[config.mk]
export PLATFORM = sky130hd
export DESIGN_NAME = pipe_reg_chain
export DESIGN_NICKNAME = d
export VERILOG_FILES = /design/src/rtl/pipe_reg_chain_pkg.sv /design/src/rtl/pipe_reg_chain_stage.sv /design/src/rtl/pipe_reg_chain.sv
export SDC_FILE = /design/constraint.sdc
export NUM_CORES = 1
export LEC_CHECK = 0
export ABC_AREA = 0
export BUFFER_PORTS_ARGS = -buffer_cell sky130_fd_sc_hd__buf_2
export CAP_MARGIN = 20
export CORE_MARGIN = 1.5
export CORE_UTILIZATION = 44
export DETAILED_ROUTE_END_ITERATION = 10
export PLACE_DENSITY_LB_ADDON = 0.05
export REMOVE_ABC_BUFFERS = 1
export SLEW_MARGIN = 10
export SYNTH_ARGS = -nofsm -noshare
export SYNTH_HDL_FRONTEND = slang
export SYNTH_SLANG_ARGS = --single-unit
[constraint.sdc]
create_clock -name clk -period 1.69 [get_ports clk]
set_input_delay 0.169 -clock clk [delete_from_list [all_inputs] [get_ports clk]]
set_output_delay 0.169 -clock clk [all_outputs]
set_load 0.005 [all_outputs]
[src/rtl/pipe_reg_chain_pkg.sv]
// Shared types for the elastic pipeline register chain.
package pipe_reg_chain_pkg;

    // What a single slot does at the next clock edge. Reset is handled
    // separately, because it overrides every other action.
    typedef enum logic [1:0] {
        OP_HOLD,
        OP_LOAD,
        OP_FLUSH
    } stage_op_t;

endpackage

[src/rtl/pipe_reg_chain_stage.sv]
// One slot of the elastic pipeline: a valid bit, a data word and the
// take signal that feeds the ready chain in the top module.
module pipe_stage
    import pipe_reg_chain_pkg::*;
#(
    parameter int              WIDTH       = 8,
    parameter logic [WIDTH-1:0] RESET_VALUE = '0,
    parameter bit              CLEAR_DATA  = 1'b0
) (
    input  logic             clk,
    input  logic             reset,
    input  logic             flush,
    input  logic             move,
    input  logic             prev_valid,
    input  logic [WIDTH-1:0] prev_data,
    output logic             valid,
    output logic [WIDTH-1:0] data,
    output logic             take
);

    stage_op_t op;

    // The slot can take a new entry when it is empty or its entry leaves this edge.
    assign take = !valid || move;

    // Pick the slot action; flush beats load, and everything else holds.
    always_comb begin
        op = OP_HOLD;
        if (flush) begin
            op = OP_FLUSH;
        end else if (take) begin
            op = OP_LOAD;
        end
    end

    // Slot register: a bubble moves in without disturbing the held data word.
    always_ff @(posedge clk) begin
        if (reset) begin
            valid <= 1'b0;
            data  <= RESET_VALUE;
        end else begin
            case (op)
                OP_FLUSH: begin
                    valid <= 1'b0;
                    if (CLEAR_DATA) begin
                        data <= RESET_VALUE;
                    end
                end
                OP_LOAD: begin
                    valid <= prev_valid;
                    if (prev_valid) begin
                        data <= prev_data;
                    end
                end
                default: begin
                end
            endcase
        end
    end

endmodule

[src/rtl/pipe_reg_chain.sv]
// Elastic pipeline register: DEPTH valid/ready slots with bubble collapse,
// flush and an occupancy counter.
module pipe_reg_chain
    import pipe_reg_chain_pkg::*;
#(
    parameter int               WIDTH       = 8,
    parameter int               DEPTH       = 2,
    parameter logic [WIDTH-1:0] RESET_VALUE = '0,
    parameter bit               CLEAR_DATA  = 1'b0
) (
    input  logic                       clk,
    input  logic                       reset,
    input  logic                       flush,
    input  logic                       in_valid,
    output logic                       in_ready,
    input  logic [WIDTH-1:0]           in_data,
    output logic                       out_valid,
    input  logic                       out_ready,
    output logic [WIDTH-1:0]           out_data,
    output logic [$clog2(DEPTH+1)-1:0] count
);

    localparam int CW = $clog2(DEPTH + 1);

    if (DEPTH < 1) begin : g_bad_depth
        $error("pipe_reg_chain: DEPTH must be at least 1");
    end

    logic             stage_valid [DEPTH];
    logic [WIDTH-1:0] stage_data  [DEPTH];
    logic             stage_take  [DEPTH];
    logic             stage_move  [DEPTH];
    logic             acc_in;
    logic             acc_out;

    for (genvar i = 0; i < DEPTH; i++) begin : g_stage
        logic             prev_valid;
        logic [WIDTH-1:0] prev_data;

        if (i == 0) begin : g_head
            assign prev_valid = in_valid;
            assign prev_data  = in_data;
        end else begin : g_body
            assign prev_valid = stage_valid[i-1];
            assign prev_data  = stage_data[i-1];
        end

        // Ready ripples back from the output: a slot's entry moves when the next slot takes.
        if (i == DEPTH - 1) begin : g_tail
            assign stage_move[i] = out_ready;
        end else begin : g_mid
            assign stage_move[i] = stage_take[i+1];
        end

        pipe_stage #(
            .WIDTH       (WIDTH),
            .RESET_VALUE (RESET_VALUE),
            .CLEAR_DATA  (CLEAR_DATA)
        ) u_stage (
            .clk        (clk),
            .reset      (reset),
            .flush      (flush),
            .move       (stage_move[i]),
            .prev_valid (prev_valid),
            .prev_data  (prev_data),
            .valid      (stage_valid[i]),
            .data       (stage_data[i]),
            .take       (stage_take[i])
        );
    end

    assign in_ready  = stage_take[0] && !flush && !reset;
    assign out_valid = stage_valid[DEPTH-1];
    assign out_data  = stage_data[DEPTH-1];
    assign acc_in    = in_valid && in_ready;
    assign acc_out   = out_valid && out_ready;

    // Occupancy: an output handshake during flush is consumed, so both clear to zero.
    always_ff @(posedge clk) begin
        if (reset || flush) begin
            count <= '0;
        end else begin
            count <= count + CW'(acc_in) - CW'(acc_out);
        end
    end

endmodule
### Yosys cells after proc, flatten, opt, wreduce, memory -nomap -nowiden

Index checks and enable logic that the tools add are counted.

* register bits: 20
* output and inout bits: 12
* logic and storage cells: 32

* add/subtract/negate cells: 2
* equal/unequal tests: 4
* multiplexer cells: 6
* reductions and logical operators: 15

Operator list (number)
* $eq 2x1->1 const B: 2
* $eq 2x2->1 const B: 2
* $logic_and 1x1->1: 4
* $logic_not 1->1: 4
* $mux 2: 2
* $pmux 1 s2: 2
* $reduce_and 2->1: 2
* $reduce_bool 2->1: 2
* $logic_or 1x1->1: 3
* $add 2x1->2: 1
* $mux 1: 2
* $sub 2x1->2: 1

### Longest topological paths before layout

Gate-level depths: netlist of run 1.

* depth in word-level cells: 8
* mapped depth: 9
* mapped depth without buffers: 9

### By module

A second synthesis of run 1 with hierarchy kept.

* cells, all modules: 92
* area total of the unflattened synthesis: 957.2 um^2

By module, submodules not included
* pipe_stage: times used 2, cells each 40, area each 414.1 um^2, seq. area each 180.2 um^2
* pipe_reg_chain: times used 1, cells each 12, area each 128.9 um^2, seq. area each 40.0 um^2

### Worst setup path after synthesis of run 1

No wires, ideal clock.

* path kind: reg-to-reg
* start: register g_stage[1].u_stage.valid
* end: register count[1]
* library setup time: 118 ps
* arrival time: 1647 ps
* required time: 1572 ps
* setup slack: -75 ps
* stages on the path, launching flop included: 10
* cells stage by stage: dfxtp_1 -> nor2b_4 -> a21oi_4 -> nand2b_1 -> ha_1 -> inv_1 -> ha_1 -> xor2_1 -> xnor2_1 -> nor3_1

* longest elaborated chain between the ends: 8
* elaborated cells on any way between the ends: 9
* those cells by class: add/sub (2); reduce/logical (7)

Ends and longest elaborated chain
* from (decl): line pipe_reg_chain_stage.sv:16 `output logic valid,`
* from (signal assigned): line pipe_reg_chain_stage.sv:50 `valid <= prev_valid;`
* $logic_not 1->1: line pipe_reg_chain_stage.sv:24 `assign take = !valid || move;`
* $logic_or 1x1->1 (2 in series): line pipe_reg_chain_stage.sv:24
* $logic_and 1x1->1 (2 in series): line pipe_reg_chain.sv:72 `assign in_ready = stage_take[0] && !flush && !reset;`
* $logic_and 1x1->1: line pipe_reg_chain.sv:75 `assign acc_in = in_valid && in_ready;`
* $add 2x1->2: line pipe_reg_chain.sv:83 `count <= count + CW'(acc_in) - CW'(acc_out);`
* $sub 2x1->2 *: line pipe_reg_chain.sv:83
* to (signal assigned): line pipe_reg_chain.sv:83
* to (decl): line pipe_reg_chain.sv:20 `output logic [$clog2(DEPTH+1)-1:0] count`

Every way passes the cells marked *; elsewhere a longest branch is shown, timed or not.
A chain may end at the register's enable or synchronous reset.

### Final worst setup path of run 1

Ends and elaborated chain as after synthesis.

==> results of run 1 <==
final cells by class:
| cell class | instances | area (sq um) | share of cell area, % |
|---|---|---|---|
| clock buffer | 3 | 22.5 | 2.03 |
| tap | 27 | 33.8 | 3.05 |
| clock inverter | 1 | 30.0 | 2.71 |
| multi-input combinational | 67 | 459 | 41.4 |
| inverter | 1 | 3.75 | 0.339 |
| timing repair buffer | 29 | 158 | 14.2 |
| sequential | 20 | 402 | 36.2 |
through the flow:
step	setup WS (ns)	utilization (%)
global placement	0.125	54.8
detailed placement	0.0745	54.8
floorplan	-0.102	-
finish	0.0628	57.7
CTS	0.0573	57.5
global route	-0.0222	57.7
synthesized netlist by cell type:
cell,n
ha_1,2
xor2_1,1
nor2b_4,1
nand3_1,8
nor2_1,1
nor3b_1,1
o21ai_0,8
a21oi_4,1
a211oi_1,1
clkbuf_1,3
mux2i_1,8
a21oi_1,9
nand2b_4,1
nor2b_1,1
xnor2_1,1
inv_1,1
buf_2,3
nand2b_1,19
dfxtp_1,20
nor3_1,3
and2_1,1
cells by family (layout without fill, tap and decap cells):
logic type	after synthesis	count (layout)	synth area share [%]
adder cells (fa/ha/maj)	2	2	2.82
AO/OA/AOI/OAI	19	19	12.3
XOR/XNOR	2	2	1.97
flip-flops	20	20	45.1
AND/OR/NAND/NOR	36	36	25.4
multiplexers	8	8	9.03
buffers and inverters	7	34	3.38
layer usage:
layer	track usage (%)	vias up	part of all wire, %
li1	-	374	-
met4	8.11	0	0.68
met3	3.40	2	3.6
met2	24.5	19	47
met5	0	-	0
met1	22.2	342	48
how the worst max path moves through the flow:
stage / from / to / cells after the start
after floorplan: g_stage[1].u_stage.valid$_SDFFE_PP0P_ / count[1]$_SDFF_PP0_ / 9
after global placement: g_stage[1].u_stage.valid$_SDFFE_PP0P_ / count[1]$_SDFF_PP0_ / 9
after detailed placement: g_stage[1].u_stage.valid$_SDFFE_PP0P_ / count[1]$_SDFF_PP0_ / 9
after CTS: g_stage[1].u_stage.valid$_SDFFE_PP0P_ / count[1]$_SDFF_PP0_ / 9
after global routing: g_stage[1].u_stage.valid$_SDFFE_PP0P_ / count[1]$_SDFF_PP0_ / 9
final: g_stage[1].u_stage.valid$_SDFFE_PP0P_ / count[1]$_SDFF_PP0_ / 9
worst reg2reg max path, delay by kind of cell (launching register included):
family,cells,cell delay [ns]
buf+inv,1,0.06
xor+xnor,2,0.31
fa+ha+maj,2,0.42
flops,1,0.35
compound gates,1,0.14
simple gates,3,0.25
flip-flops by register name (all words and copies together), names as in the netlist:
register               flops
g_stage.u_stage.data      16
count                      2
g_stage.u_stage.valid      2
what timing repair did:
action / CTS / global route
gates resized for setup: 0 / 2
hold buffers: 0 / 0
endpoints found under the hold margin: 0 / 0
endpoints found under the setup margin: 0 / 1
power by group through the flow:
stage / combinational [mW] / clock [mW] / sequential, mW
2_1_floorplan: 0.0413 / 0 / 0.502
3_3_place_gp: 0.0823 / 0 / 0.503
3_5_place_dp: 0.0839 / 0 / 0.503
4_1_cts: 0.0843 / 0.403 / 0.493
5_1_grt: 0.0927 / 0.415 / 0.495
6_report: 0.0836 / 0.396 / 0.493
==> impl_metrics.yaml, run 1 <==
route:
  vias: 737
  avgRoutedWirePerCell_um: 11.9
  drc: 0
  via_per_inst: 4.98
  first_pass_iters: 4
  drtIter0Drc: 10
  wl_um: 1760
  final_antenna_net_count: 0
setup_path:
  cp_slowest_cell: "dfxtp_2"
  crit_chain: "nor2b_4 > a21oi_4 > nand2b_1 > ha_1 > inv_1 > ha_2 > xor2_1 > xnor2_1 > nor3_1"
  r2r-start: "g_stage[1].u_stage.valid$_SDFFE_PP0P_"
  worstSetupPathType: "register to register"
  worstReg2RegEnd: "count[1]$_SDFF_PP0_"
  crit_fanout: 4
  critPathBufInv: 1
  cp_top_family: "adder cells"
  arrival_ns: 1.82
  ff2ff_path_depth: 9
  ff2ff_setup_slack_ns: 0.06
  cp-end-kind: "register"
  cp.required_ns: 1.89
  cp_slowest_stage_delay_ns: 0.35
  setup.worst_path.start_class: "register"
power_and_ir_drop:
  power_frac_seq_pct: 50.7
  internal_power_mw: 0.768
  fin_total_pwr_mw: 0.973
  power_switching_mw: 0.205
  power.density_nw_per_um2: 877
  pwr-share-clk_pct: 40.7
  swShare_pct: 21.0
  ir_drop_v: 0.000490
  power_leakage_nw: 0.471
  combPwrFrac_pct: 8.6
timing:
  finalCritPeriodShare_pct: 96.3
  slew_headroom_pct: 77.5
  fmax_mhz: 615
  rsz0062_at_grt: "true"
  finalHoldViolations: 0
  maxSlewViolCount: 0
  layout_min_cycle_time_ns: 1.63
  fin_skew_ns: 0.00657
  tightest_slew_ns: 0.338
  setup_violations: 0
  fin_tns_setup_ns: 0
  whs_ns: 0.106
logic_synthesis:
  postSynthCellCount: 94
  yosys-top-cells-area: "dfxtp_1 45%, nand2b_1 13%, mux2i_1 9.0%"
  synth_area_sq_um: 887
  ys_ff_latch: 20
  syn_avg_cell_area_sq_um: 9.44
  synth_top_area_cell: "dfxtp_1"
  ys_warn_count: 0
  synth_top_area_share_pct: 45.1
  synth.distinct_cells: 21
  yosysSeqAreaShare_pct: 45.1
cells_and_area:
  finalNetCount: 137
  final_cell_mix: "24 x buf_2, 19 x nand2b_1, 19 x dfxtp_1"
  antenna_cells: 0
  fin_area_sq_um: 1110
  layout_commonest_cell: "buf_2"
  stdcell_count: 148
  drive_gt1_share_pct: 31.4
  area_growth_pct: 25.0
  nFillCells: 202
min_path:
  min_path_type: "input pin to register"
  min_path_cells: 3
  hold-path-endpoint: "g_stage[0].u_stage.data[3]$_SDFFE_PP0P_"
  worstHoldStart: "in_data[3]"
floorplanning:
  dieHeight_um: 47.9
  design.core.area_sq_um: 1920
  initial_core_util_pct: 46.2
  die_w_um: 47.9
  design.portCount: 25
  die_area_sq_um: 2290
  rows: 16
clock_network:
  numCtsBuffers: 3
  cts_tree: "built"
  root_buffer: "clkbuf_4"
  clk_latency_ns: 0.30
  h-tree-depth: 1
  cts.sink_count: 20
  clk_pin_slew_worst_paths_ns: 0.12
  post_cts_buffers: 0
  clock_path_buffers: 2
run:
  drv_cap: 0
global_routing:
  antenna_found_initial: 0
  gr-total-overflow: 0
  grt_pass1_wl_um: 2580
  grt_max_degree: 30
  first_global_vias: 568
  track_usage_pct: 16.4
outcome:
  status: "finished clean"
placement:
  port_buffers: 24
  place.gp.congestion: 0.773
  dpl.hpwl_um: 1220
  dp.cells: 144
  placed_area_sq_um: 1050
Power figures use the tool's default switching activity.
==> inputs of run 2 (changes only) <==
--- a/config.mk
+++ b/config.mk
@@ -9,11 +9,12 @@
 export BUFFER_PORTS_ARGS = -buffer_cell sky130_fd_sc_hd__buf_2
 export CAP_MARGIN = 20
 export CORE_MARGIN = 1.5
-export CORE_UTILIZATION = 44
+export CORE_UTILIZATION = 45
 export DETAILED_ROUTE_END_ITERATION = 10
 export PLACE_DENSITY_LB_ADDON = 0.05
 export REMOVE_ABC_BUFFERS = 1
 export SLEW_MARGIN = 10
 export SYNTH_ARGS = -nofsm -noshare
 export SYNTH_HDL_FRONTEND = slang
+export SYNTH_HIERARCHICAL = 1
 export SYNTH_SLANG_ARGS = --single-unit
==> impl_metrics.yaml, run 2 <==
outcome:
  status: "finished clean"
timing:
  finalCritPeriodShare_pct: 93.9
  timing.final.ws_setup_ns: 0.103
  maxSlewViolCount: 0
  setup_violations: 0
  fin_skew_ns: 0.00356
  fmax_mhz: 630
  rsz0062_at_grt: "false"
  whs_ns: 0.129
  fin_tns_setup_ns: 0
  tightest_slew_ns: 0.286
  layout_min_cycle_time_ns: 1.59
  slew_headroom_pct: 80.8
  finalHoldViolations: 0
power_and_ir_drop:
  power_frac_seq_pct: 61.7
  power.density_nw_per_um2: 687
  fin_total_pwr_mw: 0.796
  pwr-share-clk_pct: 27.2
  ir_drop_v: 0.000445
  swShare_pct: 22.4
  internal_power_mw: 0.618
  combPwrFrac_pct: 11.1
  power_switching_mw: 0.178
  power_leakage_nw: 0.486
floorplanning:
  rows: 16
  initial_core_util_pct: 48.3
  design.core.area_sq_um: 1980
  die_w_um: 49.1
  dieHeight_um: 49.1
  design.portCount: 25
  die_area_sq_um: 2410
setup_path:
  crit_fanout: 3
  setup.worst_path.start_class: "register"
  ff2ff_setup_slack_ns: 0.10
  arrival_ns: 1.81
  cp-endpoint: "count[1]$_SDFF_PP0_"
  setup.worst_path.start: "g_stage[1].u_stage/valid$_SDFFE_PP0P_"
  worstSetupPathType: "register to register"
  ff2ff_path_depth: 10
  r2r-start: "g_stage[1].u_stage/valid$_SDFFE_PP0P_"
  worstReg2RegEnd: "count[1]$_SDFF_PP0_"
  cp-end-kind: "register"
  cp.required_ns: 1.92
logic_synthesis:
  ys_ff_latch: 20
  postSynthCellCount: 92
  yosysSeqAreaShare_pct: 41.8
  syn_avg_cell_area_sq_um: 10.4
  synth_flop_cell: "dfxtp_1"
  synth_top_area_cell: "dfxtp_1"
  synthMostInstantiatedCell: "nand2b_1"
  ys_warn_count: 6
  yosys-top-cells-count: "32 x nand2b_1, 20 x dfxtp_1, 16 x mux2i_1"
  synth.distinct_cells: 15
  yosys-top-cells-area: "dfxtp_1 42%, nand2b_1 21%, mux2i_1 17%"
  synth_area_sq_um: 957
  synth-edff-count: 0
  async_flop_share_pct: 0
  synth_top_area_share_pct: 41.8
placement:
  dpl.hpwl_um: 1140
  port_buffers: 24
  dp.cells: 143
  dp_worst_setup_slack_ns: 0.00810
  place.gp.congestion: 0.791
  placed_area_sq_um: 1110
cells_and_area:
  final_core_util_pct: 58.4
  top_regs: "g_stage.u_stage/data (16), count (2), g_stage.u_stage/valid (2)"
  finalNetCount: 138
  final_cell_mix: "32 x nand2b_1, 24 x buf_2, 19 x dfxtp_1"
  layout_commonest_cell: "nand2b_1"
  fin_area_sq_um: 1160
  largest_reg_flops: 16
  drive_gt1_share_pct: 35.5
  stdcell_count: 148
  area_growth_pct: 20.9
  antenna_cells: 0
  top_register: "g_stage.u_stage/data"
global_routing:
  grt_max_degree: 36
  gr-total-overflow: 0
  antenna_found_initial: 0
  track_usage_pct: 15.4
  grt_pass1_wl_um: 2830
  first_global_vias: 683
route:
  via_per_inst: 4.58
  wl_um: 1530
  final_antenna_net_count: 0
  drc: 0
  first_pass_iters: 4
  drtIter0Drc: 4
  vias: 678
  avgRoutedWirePerCell_um: 10.3
min_path:
  min_path_type: "input pin to register"
  min_path_cells: 3
clock_network:
  h-tree-depth: 1
  clk_latency_ns: 0.29
  clk_pin_slew_worst_paths_ns: 0.11
  clock_path_buffers: 2
  root_buffer: "clkbuf_4"
  cts.sink_count: 20
  numCtsBuffers: 3
  cts_tree: "built"
run:
  drv_cap: 0
## run 2: changes by cell type after synthesis, moves of 3 or more
cell	change
buf_2	-3
o21ai_0	-8
a21oi_1	-9
nand2b_1	+13
nand3_1	-7
mux2i_1	+8
## run 2: worst min path at each step
stage,startpoint,to,slack [ns]
floorplan,reset,count[1]$_SDFF_PP0_,0.24
global placement,in_data[5],g_stage[0].u_stage/data[5]$_SDFFE_PP0P_,0.43
detailed placement,in_data[7],g_stage[0].u_stage/data[7]$_SDFFE_PP0P_,0.44
CTS,in_data[7],g_stage[0].u_stage/data[7]$_SDFFE_PP0P_,0.12
global route,in_data[4],g_stage[0].u_stage/data[4]$_SDFFE_PP0P_,0.12
finish,in_data[7],g_stage[0].u_stage/data[7]$_SDFFE_PP0P_,0.13
## run 2: final cells by class
class,count,area (sq um)
Sequential cell,20,402
Tap cell,27,33.8
Fill cell,180,825
Multi-Input combinational cell,65,523
Clock buffer,3,22.5
Inverter,3,11.3
Timing Repair Buffer,30,165
## run 2: timing repair
item	in CTS	in global routing
endpoints found under the setup margin	1	1
hold buffers	0	0
buffers inserted	1	1
gates cloned	0	0
resized for setup	1	4
## run 2: cell families after synthesis
logic type,count (synthesis),synth area share [%]
and+or+nand+nor,46,32.2
DFF,20,41.8
muxes,16,16.7
buffers and inverters,7,4.31
adders and majority gates,2,2.61
xor gates and xnor gates,1,2.35
## run 2: layer usage
metal | global-route usage, % | up-vias | share of wire [%]
met5 | 0 | - | 0
met4 | 7.14 | 0 | 0.79
met3 | 4.29 | 2 | 4.9
met2 | 25.0 | 14 | 47
met1 | 18.7 | 306 | 47
li1 | - | 356 | -
## run 2: critical path, cell delays in order (launching register included)
cell	delay [ns]
dfxtp_2	0.34
nor2b_4	0.14
inv_2	0.05
nor2b_4	0.12
inv_2	0.05
nand3_2	0.06
ha_1	0.22
inv_1	0.06
ha_2	0.16
xnor3_1	0.23
nor3_2	0.10
## run 2: power by group through the flow
stage / Combinational, mW / Clock (mW) / Sequential, mW
finish: 0.0884 / 0.216 / 0.491
global route: 0.101 / 0.249 / 0.493
CTS: 0.0889 / 0.232 / 0.491
detailed placement: 0.0878 / 0 / 0.502
global placement: 0.0869 / 0 / 0.501
floorplan: 0.0477 / 0 / 0.501
==> inputs of run 3 (changes only) <==
--- a/config.mk
+++ b/config.mk
@@ -6,11 +6,11 @@
 export NUM_CORES = 1
 export LEC_CHECK = 0
 export ABC_AREA = 0
-export BUFFER_PORTS_ARGS = -buffer_cell sky130_fd_sc_hd__buf_2
 export CAP_MARGIN = 20
 export CORE_MARGIN = 1.5
-export CORE_UTILIZATION = 45
+export CORE_UTILIZATION = 54
 export DETAILED_ROUTE_END_ITERATION = 10
+export DONT_BUFFER_PORTS = 1
 export PLACE_DENSITY_LB_ADDON = 0.05
 export REMOVE_ABC_BUFFERS = 1
 export SLEW_MARGIN = 10
==> impl_metrics.yaml, run 3 (synthesis results as in run 2) <==
outcome:
  status: "finished clean"
timing:
  setup_violations: 0
  finalHoldViolations: 0
  whs_ns: 0.0195
  tightest_slew_ns: 0.197
  slew_headroom_pct: 86.8
  fin_skew_ns: 0.00527
  layout_min_cycle_time_ns: 1.58
  timing.final.ws_setup_ns: 0.112
  fin_tns_setup_ns: 0
  finalCritPeriodShare_pct: 93.3
  maxSlewViolCount: 0
  fmax_mhz: 634
global_routing:
  track_usage_pct: 17.2
  grt_pass1_wl_um: 2460
  grt_max_degree: 35
  first_global_vias: 579
  antenna_found_initial: 0
  gr-total-overflow: 0
cells_and_area:
  multiInputGateArea_sq_um: 546
  stdcell_count: 124
  area_growth_pct: 20.0
  nFillCells: 133
  top_regs: "g_stage.u_stage/data (16), count (2), g_stage.u_stage/valid (2)"
  drive_gt1_share_pct: 21.5
  final_core_util_pct: 68.0
  top_register: "g_stage.u_stage/data"
  antenna_cells: 0
  final-seq-area_sq_um: 402
  finalNetCount: 123
  layout_commonest_cell: "nand2b_1"
  largest_reg_flops: 16
  fin_area_sq_um: 1150
  final_cell_mix: "32 x nand2b_1, 19 x dfxtp_1, 16 x mux2i_1"
route:
  wl_um: 1520
  vias: 629
  first_pass_iters: 4
  avgRoutedWirePerCell_um: 12.2
  via_per_inst: 5.07
  final_antenna_net_count: 0
  drc: 0
  drtIter0Drc: 9
run:
  drv_cap: 0
clock_network:
  cts_tree: "built"
  cts.sink_count: 20
  clk_latency_ns: 0.30
  clock_path_buffers: 2
  root_buffer: "clkbuf_4"
  numCtsBuffers: 3
  h-tree-depth: 1
  clk_pin_slew_worst_paths_ns: 0.11
setup_path:
  ff2ff_path_depth: 10
  setup.worst_path.start_class: "register"
  cp.required_ns: 1.93
  worstSetupPathType: "register to register"
  arrival_ns: 1.82
  crit_fanout: 3
  ff2ff_setup_slack_ns: 0.11
  worstReg2RegEnd: "count[1]$_SDFF_PP0_"
  r2r-start: "g_stage[1].u_stage/valid$_SDFFE_PP0P_"
  cp-end-kind: "register"
min_path:
  min_path_cells: 2
  hold-path-endpoint: "g_stage[0].u_stage/data[3]$_SDFFE_PP0P_"
  min_path_type: "input pin to register"
  worstHoldStart: "in_data[3]"
floorplanning:
  design.portCount: 25
  dieHeight_um: 45.1
  die_w_um: 45.1
  design.core.area_sq_um: 1690
  initial_core_util_pct: 56.7
  rows: 15
  die_area_sq_um: 2030
placement:
  place.gp.congestion: 0.711
  placed_area_sq_um: 978
  dp_worst_setup_slack_ns: 0.0355
  port_buffers: 0
  dp.cells: 109
  dpl.hpwl_um: 935
power_and_ir_drop:
  ir_drop_v: 0.000470
  pwr-share-clk_pct: 32.5
  power_frac_seq_pct: 58.3
  power_switching_mw: 0.177
  fin_total_pwr_mw: 0.844
  swShare_pct: 21.0
  internal_power_mw: 0.667
  power_leakage_nw: 0.416
  power.density_nw_per_um2: 735
  combPwrFrac_pct: 9.2
## run 3: cell count changes in the layout (fill, tap and decap cells not counted)
cell | before | now
inv_1 | 1 | 0
ha_1 | 1 | 0
buf_2 | 24 | 0
inv_2 | 2 | 3
dlygate4sd3_1 | 0 | 8
ha_2 | 1 | 0
clkbuf_8 | 0 | 1
ha_4 | 0 | 2
buf_4 | 6 | 7
## run 3: layer usage
metal	share of wire [%]	track usage [%]
met5	0	0
met4	0.99	10.6
met3	5.4	5.60
met2	48	26.9
met1	45	20.3
## run 3: area by class of cell
cell class                      instances  share of cell area, %
Timing Repair Buffer                   15                   11.5
Sequential cell                        20                   35.0
Multi-Input combinational cell         65                   47.5
Inverter                                3                  0.980
Clock buffer                            4                   3.16
Tap cell                               17                   1.85
## run 3: what timing repair did
action | CTS | global route
endpoints found under the hold margin | 6 | 3
endpoints found under the setup margin | 0 | 1
hold buffers | 5 | 3
setup buffers | 0 | 3
gates resized for setup | 0 | 8
## run 3: how the worst max path moves through the flow
stage                                                      from                   to  depth (start not counted)
after floorplan           g_stage[1].u_stage/valid$_SDFFE_PP0P_  count[1]$_SDFF_PP0_                         10
after global placement    g_stage[1].u_stage/valid$_SDFFE_PP0P_  count[1]$_SDFF_PP0_                         10
after detailed placement  g_stage[1].u_stage/valid$_SDFFE_PP0P_  count[1]$_SDFF_PP0_                         10
after CTS                 g_stage[1].u_stage/valid$_SDFFE_PP0P_  count[1]$_SDFF_PP0_                         10
after global routing      g_stage[1].u_stage/valid$_SDFFE_PP0P_  count[1]$_SDFF_PP0_                         10
final                     g_stage[1].u_stage/valid$_SDFFE_PP0P_  count[1]$_SDFF_PP0_                         10
## run 3: power groups by stage
stage / combinational [mW] / sequential [mW] / clock, mW
final: 0.0773 / 0.492 / 0.274
after global routing: 0.0845 / 0.495 / 0.315
after CTS: 0.0688 / 0.492 / 0.291
after detailed placement: 0.0568 / 0.502 / 0
after global placement: 0.0561 / 0.502 / 0
after floorplan: 0.0477 / 0.501 / 0
## run 3: worst max-delay path: stages (launching register included)
cell and delay [ns]:
dfxtp_2 0.34, nor2b_4 0.15, inv_2 0.05, nor2b_4 0.12, inv_2 0.05, nand3_2 0.07, ha_4 0.20, inv_2 0.06
ha_4 0.11, xnor3_1 0.22, nor3_2 0.14
